==> src/rtl/hub75_pkg.sv <==
// rtl/hub75_pkg.sv - shared types and sizing helpers for the hub75 pixel path
// Purpose: colour pixel type, writer state encoding, frame-size/address-width
//          constant functions used by the stream writer and the driver.
// Ports:   none (package).
package hub75_pkg;

    localparam int bpp_c = 8;

    typedef struct packed {
        logic [bpp_c-1:0] r;
        logic [bpp_c-1:0] g;
        logic [bpp_c-1:0] b;
    } rgb_t;

    typedef enum logic {
        WAIT_SOF = 1'b0,
        ACTIVE   = 1'b1
    } wr_state_e;

    function automatic int frame_size(input int h, input int v);
        return h * v;
    endfunction

    // Never returns 0 so degenerate 1x1 displays still get a 1-bit counter.
    function automatic int clog2_min1(input int n);
        return (n <= 2) ? 1 : $clog2(n);
    endfunction

    function automatic int addr_width(input int h, input int v);
        return clog2_min1(frame_size(h, v));
    endfunction

endpackage

==> src/rtl/hub75_stream_writer_if.sv <==
// rtl/hub75_stream_writer_if.sv - framed pixel stream handshake bundle
// Purpose: groups the valid/ready pixel beat with its sof/eol framing flags.
// Ports:   i_pix_valid, i_pix_data {R,G,B}, i_pix_sof, i_pix_eol from the
//          source (master); o_pix_ready from the sink (slave).
interface hub75_stream_writer_if #(
    parameter int bpp_p = 8
);
    logic               i_pix_valid;
    logic               o_pix_ready;
    logic [3*bpp_p-1:0] i_pix_data;
    logic               i_pix_sof;
    logic               i_pix_eol;

    modport master (
        output i_pix_valid,
        output i_pix_data,
        output i_pix_sof,
        output i_pix_eol,
        input  o_pix_ready
    );

    modport slave (
        input  i_pix_valid,
        input  i_pix_data,
        input  i_pix_sof,
        input  i_pix_eol,
        output o_pix_ready
    );
endinterface

==> src/rtl/hub75_raster_counter.sv <==
// rtl/hub75_raster_counter.sv - x/y/base raster position tracker
// Purpose: keeps the current column, row and row base address; reports the
//          address of the beat being written and whether it ends a line/frame.
// Ports:   clk, rst_n (sync active-low); clr_i clears position; adv_i consumes
//          one beat; start_i treats the beat as pixel (0,0); eol_i forces line
//          end; addr_o, last_col_o, line_end_o, frame_end_o describe the beat.
module hub75_raster_counter
    import hub75_pkg::*;
#(
    parameter  int hpixel_p     = 64,
    parameter  int vpixel_p     = 64,
    localparam int addr_width_p = addr_width(hpixel_p, vpixel_p)
) (
    input  logic                    clk,
    input  logic                    rst_n,
    input  logic                    clr_i,
    input  logic                    adv_i,
    input  logic                    start_i,
    input  logic                    eol_i,
    output logic [addr_width_p-1:0] addr_o,
    output logic                    last_col_o,
    output logic                    line_end_o,
    output logic                    frame_end_o
);
    localparam int xw_c = clog2_min1(hpixel_p);
    localparam int yw_c = clog2_min1(vpixel_p);

    logic [xw_c-1:0]         x_q, x_d, x_cur;
    logic [yw_c-1:0]         y_q, y_d, y_cur;
    logic [addr_width_p-1:0] base_q, base_d, base_cur;

    always_comb begin
        // A start beat is evaluated as if the raster were already at (0,0),
        // so restart and normal advance share one datapath.
        x_cur    = start_i ? '0 : x_q;
        y_cur    = start_i ? '0 : y_q;
        base_cur = start_i ? '0 : base_q;

        last_col_o  = (x_cur == xw_c'(hpixel_p - 1));
        line_end_o  = last_col_o | eol_i;
        frame_end_o = line_end_o & (y_cur == yw_c'(vpixel_p - 1));
        addr_o      = base_cur + addr_width_p'(x_cur);

        x_d    = x_q;
        y_d    = y_q;
        base_d = base_q;
        if (clr_i) begin
            x_d    = '0;
            y_d    = '0;
            base_d = '0;
        end else if (adv_i) begin
            if (line_end_o) begin
                x_d = '0;
                if (frame_end_o) begin
                    y_d    = '0;
                    base_d = '0;
                end else begin
                    y_d    = y_cur + yw_c'(1);
                    base_d = base_cur + addr_width_p'(hpixel_p);
                end
            end else begin
                x_d    = x_cur + xw_c'(1);
                y_d    = y_cur;
                base_d = base_cur;
            end
        end
    end

    always_ff @(posedge clk) begin
        if (!rst_n) begin
            x_q    <= '0;
            y_q    <= '0;
            base_q <= '0;
        end else begin
            x_q    <= x_d;
            y_q    <= y_d;
            base_q <= base_d;
        end
    end

endmodule

==> src/rtl/hub75_stream_writer.sv <==
// rtl/hub75_stream_writer.sv - framed pixel stream to frame-buffer write port
// Purpose: accepts sof/eol-framed pixels, generates row-major write addresses,
//          flags malformed frames and resynchronises on the next SOF.
// Ports:   clk, rst_n (sync active-low), i_enable; pix (stream slave);
//          o_wr_addr/o_wr_data/o_wr_en write port; o_frame_done, o_err_sof,
//          o_err_eol pulses; o_frame_cnt completed-frame counter.
module hub75_stream_writer
    import hub75_pkg::*;
#(
    parameter  int hpixel_p     = 64,
    parameter  int vpixel_p     = 64,
    parameter  int bpp_p        = 8,
    localparam int addr_width_p = addr_width(hpixel_p, vpixel_p)
) (
    input  logic                    clk,
    input  logic                    rst_n,
    input  logic                    i_enable,
    hub75_stream_writer_if.slave    pix,
    output logic [addr_width_p-1:0] o_wr_addr,
    output logic [3*bpp_p-1:0]      o_wr_data,
    output logic                    o_wr_en,
    output logic                    o_frame_done,
    output logic                    o_err_sof,
    output logic                    o_err_eol,
    output logic [15:0]             o_frame_cnt
);
    wr_state_e               state_q;
    logic [addr_width_p-1:0] wr_addr_q;
    logic [3*bpp_p-1:0]      wr_data_q;
    logic                    wr_en_q;
    logic                    frame_done_q;
    logic                    err_sof_q;
    logic                    err_eol_q;
    logic [15:0]             frame_cnt_q;

    logic                    accept;
    logic                    start;
    logic                    write;
    logic [addr_width_p-1:0] beat_addr;
    logic                    last_col;
    logic                    line_end;
    logic                    frame_end;

    // The write port never stalls, so readiness is purely the enable.
    assign pix.o_pix_ready = i_enable;

    assign accept = pix.i_pix_valid & i_enable;
    assign start  = accept & pix.i_pix_sof;
    // Outside a frame only an SOF beat is written; everything else is dropped.
    assign write  = start | (accept & (state_q == ACTIVE));

    hub75_raster_counter #(
        .hpixel_p (hpixel_p),
        .vpixel_p (vpixel_p)
    ) u_raster (
        .clk         (clk),
        .rst_n       (rst_n),
        .clr_i       (~i_enable),
        .adv_i       (write),
        .start_i     (pix.i_pix_sof),
        .eol_i       (pix.i_pix_eol),
        .addr_o      (beat_addr),
        .last_col_o  (last_col),
        .line_end_o  (line_end),
        .frame_end_o (frame_end)
    );

    always_ff @(posedge clk) begin
        if (!rst_n) begin
            state_q      <= WAIT_SOF;
            wr_addr_q    <= '0;
            wr_data_q    <= '0;
            wr_en_q      <= 1'b0;
            frame_done_q <= 1'b0;
            err_sof_q    <= 1'b0;
            err_eol_q    <= 1'b0;
            frame_cnt_q  <= '0;
        end else begin
            wr_en_q      <= write;
            frame_done_q <= write & frame_end;
            err_sof_q    <= start & (state_q == ACTIVE);
            // Early EOL and missing EOL both show up as eol disagreeing with
            // the last-column position.
            err_eol_q    <= write & (pix.i_pix_eol != last_col);
            if (write) begin
                wr_addr_q <= beat_addr;
                wr_data_q <= pix.i_pix_data;
            end
            if (write && frame_end) begin
                frame_cnt_q <= frame_cnt_q + 16'd1;
            end

            if (!i_enable) begin
                state_q <= WAIT_SOF;
            end else if (write) begin
                state_q <= (frame_end && line_end) ? WAIT_SOF : ACTIVE;
            end
        end
    end

    assign o_wr_addr    = wr_addr_q;
    assign o_wr_data    = wr_data_q;
    assign o_wr_en      = wr_en_q;
    assign o_frame_done = frame_done_q;
    assign o_err_sof    = err_sof_q;
    assign o_err_eol    = err_eol_q;
    assign o_frame_cnt  = frame_cnt_q;

endmodule

==> src/flat_wrapper.sv <==
// flat-port wrapper written by rule: the top's interface ports become plain ports
module hub75_stream_writer_flat import hub75_pkg::*;
#(
    parameter  int hpixel_p     = 64,
    parameter  int vpixel_p     = 64,
    parameter  int bpp_p        = 8,
    localparam int addr_width_p = addr_width(hpixel_p, vpixel_p)
)
  (clk, rst_n, i_enable, o_wr_addr, o_wr_data, o_wr_en, o_frame_done, o_err_sof, o_err_eol, o_frame_cnt, pix_i_pix_valid, pix_i_pix_data, pix_i_pix_sof, pix_i_pix_eol, pix_o_pix_ready);
  hub75_stream_writer_if #(.bpp_p(bpp_p)) pix_i ();
  input  logic clk;
  input  logic rst_n;
  input  logic i_enable;
  output logic [addr_width_p-1:0] o_wr_addr;
  output logic [3*bpp_p-1:0] o_wr_data;
  output logic o_wr_en;
  output logic o_frame_done;
  output logic o_err_sof;
  output logic o_err_eol;
  output logic [15:0] o_frame_cnt;
  input wire logic [$bits(pix_i.i_pix_valid)-1:0] pix_i_pix_valid;
  input wire logic [$bits(pix_i.i_pix_data)-1:0] pix_i_pix_data;
  input wire logic [$bits(pix_i.i_pix_sof)-1:0] pix_i_pix_sof;
  input wire logic [$bits(pix_i.i_pix_eol)-1:0] pix_i_pix_eol;
  output wire logic [$bits(pix_i.o_pix_ready)-1:0] pix_o_pix_ready;
  assign pix_i.i_pix_valid = pix_i_pix_valid;
  assign pix_i.i_pix_data = pix_i_pix_data;
  assign pix_i.i_pix_sof = pix_i_pix_sof;
  assign pix_i.i_pix_eol = pix_i_pix_eol;
  assign pix_o_pix_ready = pix_i.o_pix_ready;
  hub75_stream_writer #(.hpixel_p(hpixel_p), .vpixel_p(vpixel_p), .bpp_p(bpp_p)) u_core (.clk(clk), .rst_n(rst_n), .i_enable(i_enable), .pix(pix_i), .o_wr_addr(o_wr_addr), .o_wr_data(o_wr_data), .o_wr_en(o_wr_en), .o_frame_done(o_frame_done), .o_err_sof(o_err_sof), .o_err_eol(o_err_eol), .o_frame_cnt(o_frame_cnt));
endmodule
==> config.mk <==
export PLATFORM = sky130hd
export DESIGN_NAME = hub75_stream_writer_flat
export DESIGN_NICKNAME = d
export VERILOG_FILES = /design/src/rtl/hub75_pkg.sv /design/src/rtl/hub75_stream_writer_if.sv /design/src/rtl/hub75_raster_counter.sv /design/src/rtl/hub75_stream_writer.sv /design/src/flat_wrapper.sv
export SDC_FILE = /design/constraint.sdc
export NUM_CORES = 1
export LEC_CHECK = 0
export CAP_MARGIN = 20
export CORE_ASPECT_RATIO = 1.1
export CORE_MARGIN = 3
export CORE_UTILIZATION = 50
export CTS_CLUSTER_DIAMETER = 100
export DETAILED_ROUTE_END_ITERATION = 10
export PLACE_DENSITY = 0.77
export SYNTH_ARGS = -nofsm -noshare
export SYNTH_HDL_FRONTEND = slang
export SYNTH_SLANG_ARGS = --single-unit
==> constraint.sdc <==
create_clock -name clk -period 4.55 [get_ports clk]
set_input_delay 1.365 -clock clk [delete_from_list [all_inputs] [get_ports clk]]
set_output_delay 1.365 -clock clk [all_outputs]
set_load 0.005 [all_outputs]
==> results.sh <==
export IMPL_status="complete, no violations"
export IMPL_die_area_um2=8560
export IMPL_slew_viol_final=0
export IMPL_cts_resized_gates=0
export IMPL_crit_family="buffers and inverters"
export IMPL_yosys_register_bits=81
export IMPL_synth_warnings=0
export IMPL_hold_class="reg2reg"
export IMPL_cts_sinks=81
export IMPL_yosysSeqAreaShare=0.433
export IMPL_peakVddDrop_mv=0.172
export IMPL_path_class="in2out"
export IMPL_fin_ws_ns=0.576
export IMPL_grt_first_pass_wirelength_um=15000
export IMPL_area_growth_pct=31.2
export IMPL_grt_overflow_total=0
export IMPL_fin_crit_ns=3.97
export IMPL_ys_async_sr_fraction=0
export IMPL_cts_tree="yes"
export IMPL_row_count=32
export IMPL_routabilityCongestion=0.833
export IMPL_nets=578
export IMPL_maxClockFrequency_mhz=252
export IMPL_die_y_um=96.7
export IMPL_avgSynthCellArea_um2=8.12
export IMPL_post_route_period_util=0.873
export IMPL_antenna_found_initial=0
export IMPL_ys_types=54
export IMPL_dr_pass1_iters=4
export IMPL_post_cts_buffers=0
export IMPL_path_common_cell="clkdlybuf4s50_1"
export IMPL_coreArea_um2=7130
export IMPL_cp_end_kind="output pin"
export IMPL_grt_pass1_vias=3270
export IMPL_pre_cts_ws_ns=0.248
export IMPL_maxCapViolations=0
export IMPL_vias=3455
export IMPL_syn_nets=499
export IMPL_yosys_area_share_adder=0.0321
export IMPL_setup_viol=0
export IMPL_worstMarginPinSlew_ns=0.533
export IMPL_synthCells=461
export IMPL_drive_above_1_share=0.0587
export IMPL_die_x_um=88.5
export IMPL_wl_um=8800
export IMPL_path_buf_inv=2
export IMPL_synth_compound_area_frac=0.172
export IMPL_rr_worst_depth=9
export IMPL_cp_arrival_ns=2.61
export IMPL_htree_levels=3
export IMPL_synth_mux_area_frac=0.00535
export IMPL_clk_latency_ns=0.35
export IMPL_grt_max_degree=57
export IMPL_drtAntennaViolNets=0
export IMPL_insertedDiodeCount=0
export IMPL_grtUsageTotal=0.214
export IMPL_cts_hold_buf=0
export IMPL_rsz0062_at_grt="false"
export IMPL_cts_made_buffers=9
export IMPL_vias_per_cell=5.48
export IMPL_whs_path_depth=2
export IMPL_synth_xor_area_frac=0.0515
export IMPL_layout_common_cells="clkdlybuf4s50_1, nand2_1, dfxtp_1"
export IMPL_fill_cells=590
export IMPL_multiInputGateArea_um2=1990
export IMPL_path_max_fanout=9
export IMPL_clk_root_buffer_cell="clkbuf_8"
export IMPL_io_pins=87
export IMPL_crit_slowest_cell="clkdlybuf4s50_1"
export IMPL_wl_per_cell_um=14.0
export IMPL_finalPower_uw=1430
export IMPL_fin_tns_setup_ns=0
export IMPL_yosys_most_used_dff="dfxtp_1"
export IMPL_hold_viol=0
export IMPL_startpoint_type="primary input"
export IMPL_start_util=0.525
export IMPL_synth_simple_area_share=0.270
export IMPL_drc=0
export IMPL_cpPeakStageDelay_ns=0.67
export IMPL_clock_path_buffers=2
export IMPL_portBuffers=86
export IMPL_final_common_cell="clkdlybuf4s50_1"
export IMPL_syn_cell_area_um2=3740
export IMPL_relSlewSlack=0.645
export IMPL_crit_chain="clkdlybuf4s50_1 -> clkdlybuf4s50_1"
export IMPL_first_iter_violations=169
export IMPL_synth_top_family_by_area="simple AND/OR/NAND/NOR gates"
export IMPL_required_ns=3.18
export IMPL_p_leak_uw=0.00177
export IMPL_crit_cells=2
export IMPL_finalClockSkew_ns=0.0114
export IMPL_hpwl_um=6100
export IMPL_clkTransAtPathRegs_ns=0.07
export IMPL_powerDensity_nw_per_um2=291
export IMPL_seq_area_um2=1620
export IMPL_synth_edf_count=0
-- power by group --
group	switching (uW)	total, uW	internal (uW)
clock	250	591	341
combinational	53.8	110	56.6
sequential	5.91	726	720
-- final timing paths --
check | to | start | slack (ns)
worst max-delay path | pix_o_pix_ready | i_enable | 0.58
worst min-delay path | u_core.o_wr_data[22] | u_core.o_wr_data[22] | 0.45
worst max register to register | u_core.o_frame_cnt[15] | u_core.u_raster.x_q[2] | 1.59
worst min register to register | u_core.o_wr_data[22] | u_core.o_wr_data[22] | 0.45
-- sequential cells by signal, summed over array words and instances (netlist names) --
register and flops:
u_core.u_raster.x_q 6, u_core.o_wr_addr 12, u_core.o_frame_done 1, u_core.o_wr_data 24, u_core.u_raster.base_q 12, u_core.o_wr_en 1
u_core.state_q 1, u_core.o_err_sof 1, u_core.o_err_eol 1, u_core.o_frame_cnt 16, u_core.u_raster.y_q 6
-- layer usage --
| layer | global-route usage | vias to the layer above | share of wire |
|---|---|---|---|
| li1 | - | 1771 | - |
| met1 | 0.266 | 1593 | 0.45 |
| met2 | 0.364 | 81 | 0.49 |
| met3 | 0.0451 | 10 | 0.046 |
| met4 | 0.0651 | 0 | 0.011 |
| met5 | 0 | - | 0 |
-- stage by stage --
stage / area (um2) / hold slack [ns] / cells / utilization
global route: 4910 / 0.476 / 630 / 0.689
CTS: 4910 / 0.457 / 630 / 0.689
detailed placement: 4680 / 0.443 / 614 / 0.657
floorplan: 3740 / 0.421 / 461 / -
finish: 4910 / 0.454 / 630 / 0.689
global placement: 4680 / 0.436 / 614 / 0.657
-- cell usage after synthesis, types with 2 or more instances --
cell type  number  share of area
a31oi_1         5         0.0084
dfxtp_1        81           0.43
o21ai_0        22          0.029
nor4_1          3         0.0050
a211oi_1        6          0.012
nor2b_1        17          0.028
nor3b_1         3         0.0060
a2bb2oi_1       2         0.0047
inv_1           3         0.0030
ha_1            8          0.027
o211ai_1        4         0.0080
nand4b_1        4         0.0094
a311oi_1        4         0.0094
xor2_1         10          0.023
nor2_1         36          0.036
clkbuf_1       27          0.027
and2_1         10          0.017
xnor2_1        12          0.028
or3_1           2         0.0033
nand3_1         6         0.0080
and3_1          6          0.010
mux2i_1         2         0.0054
maj3_1          2         0.0054
a21o_1          2         0.0040
a21oi_1        50          0.067
nand2b_1        4         0.0067
nor3_1          8          0.011
a22oi_1         3         0.0060
nand4_1        13          0.022
nand2_1        82          0.082
-- layout make-up --
type,instances,area share
Timing Repair Buffer,98,0.194
Clock buffer,12,0.0316
Clock inverter,4,0.0150
Multi-Input combinational cell,346,0.405
Sequential cell,81,0.330
Tap cell,85,0.0217
Inverter,4,0.00306
-- worst reg2reg max path: stages (launching register included) --
cell	delay, ns
dfxtp_1	0.49
and4b_1	0.32
and3_1	0.21
nand2_1	0.07
ha_1	0.21
or3b_4	0.41
or4_4	0.59
nor3_4	0.30
a31o_2	0.20
a21oi_1	0.05
-- cell families (layout without fill, tap and decap cells) --
| group | after synthesis | after routing |
|---|---|---|
| buffers and inverters | 34 | 118 |
| adders and majority gates | 10 | 10 |
| and+or+nand+nor | 204 | 204 |
| muxes | 2 | 2 |
| DFF | 81 | 81 |
| AOI/OAI and AO/OA | 108 | 108 |
| xor gates and xnor gates | 22 | 22 |
(Power assumes the default switching activity.)
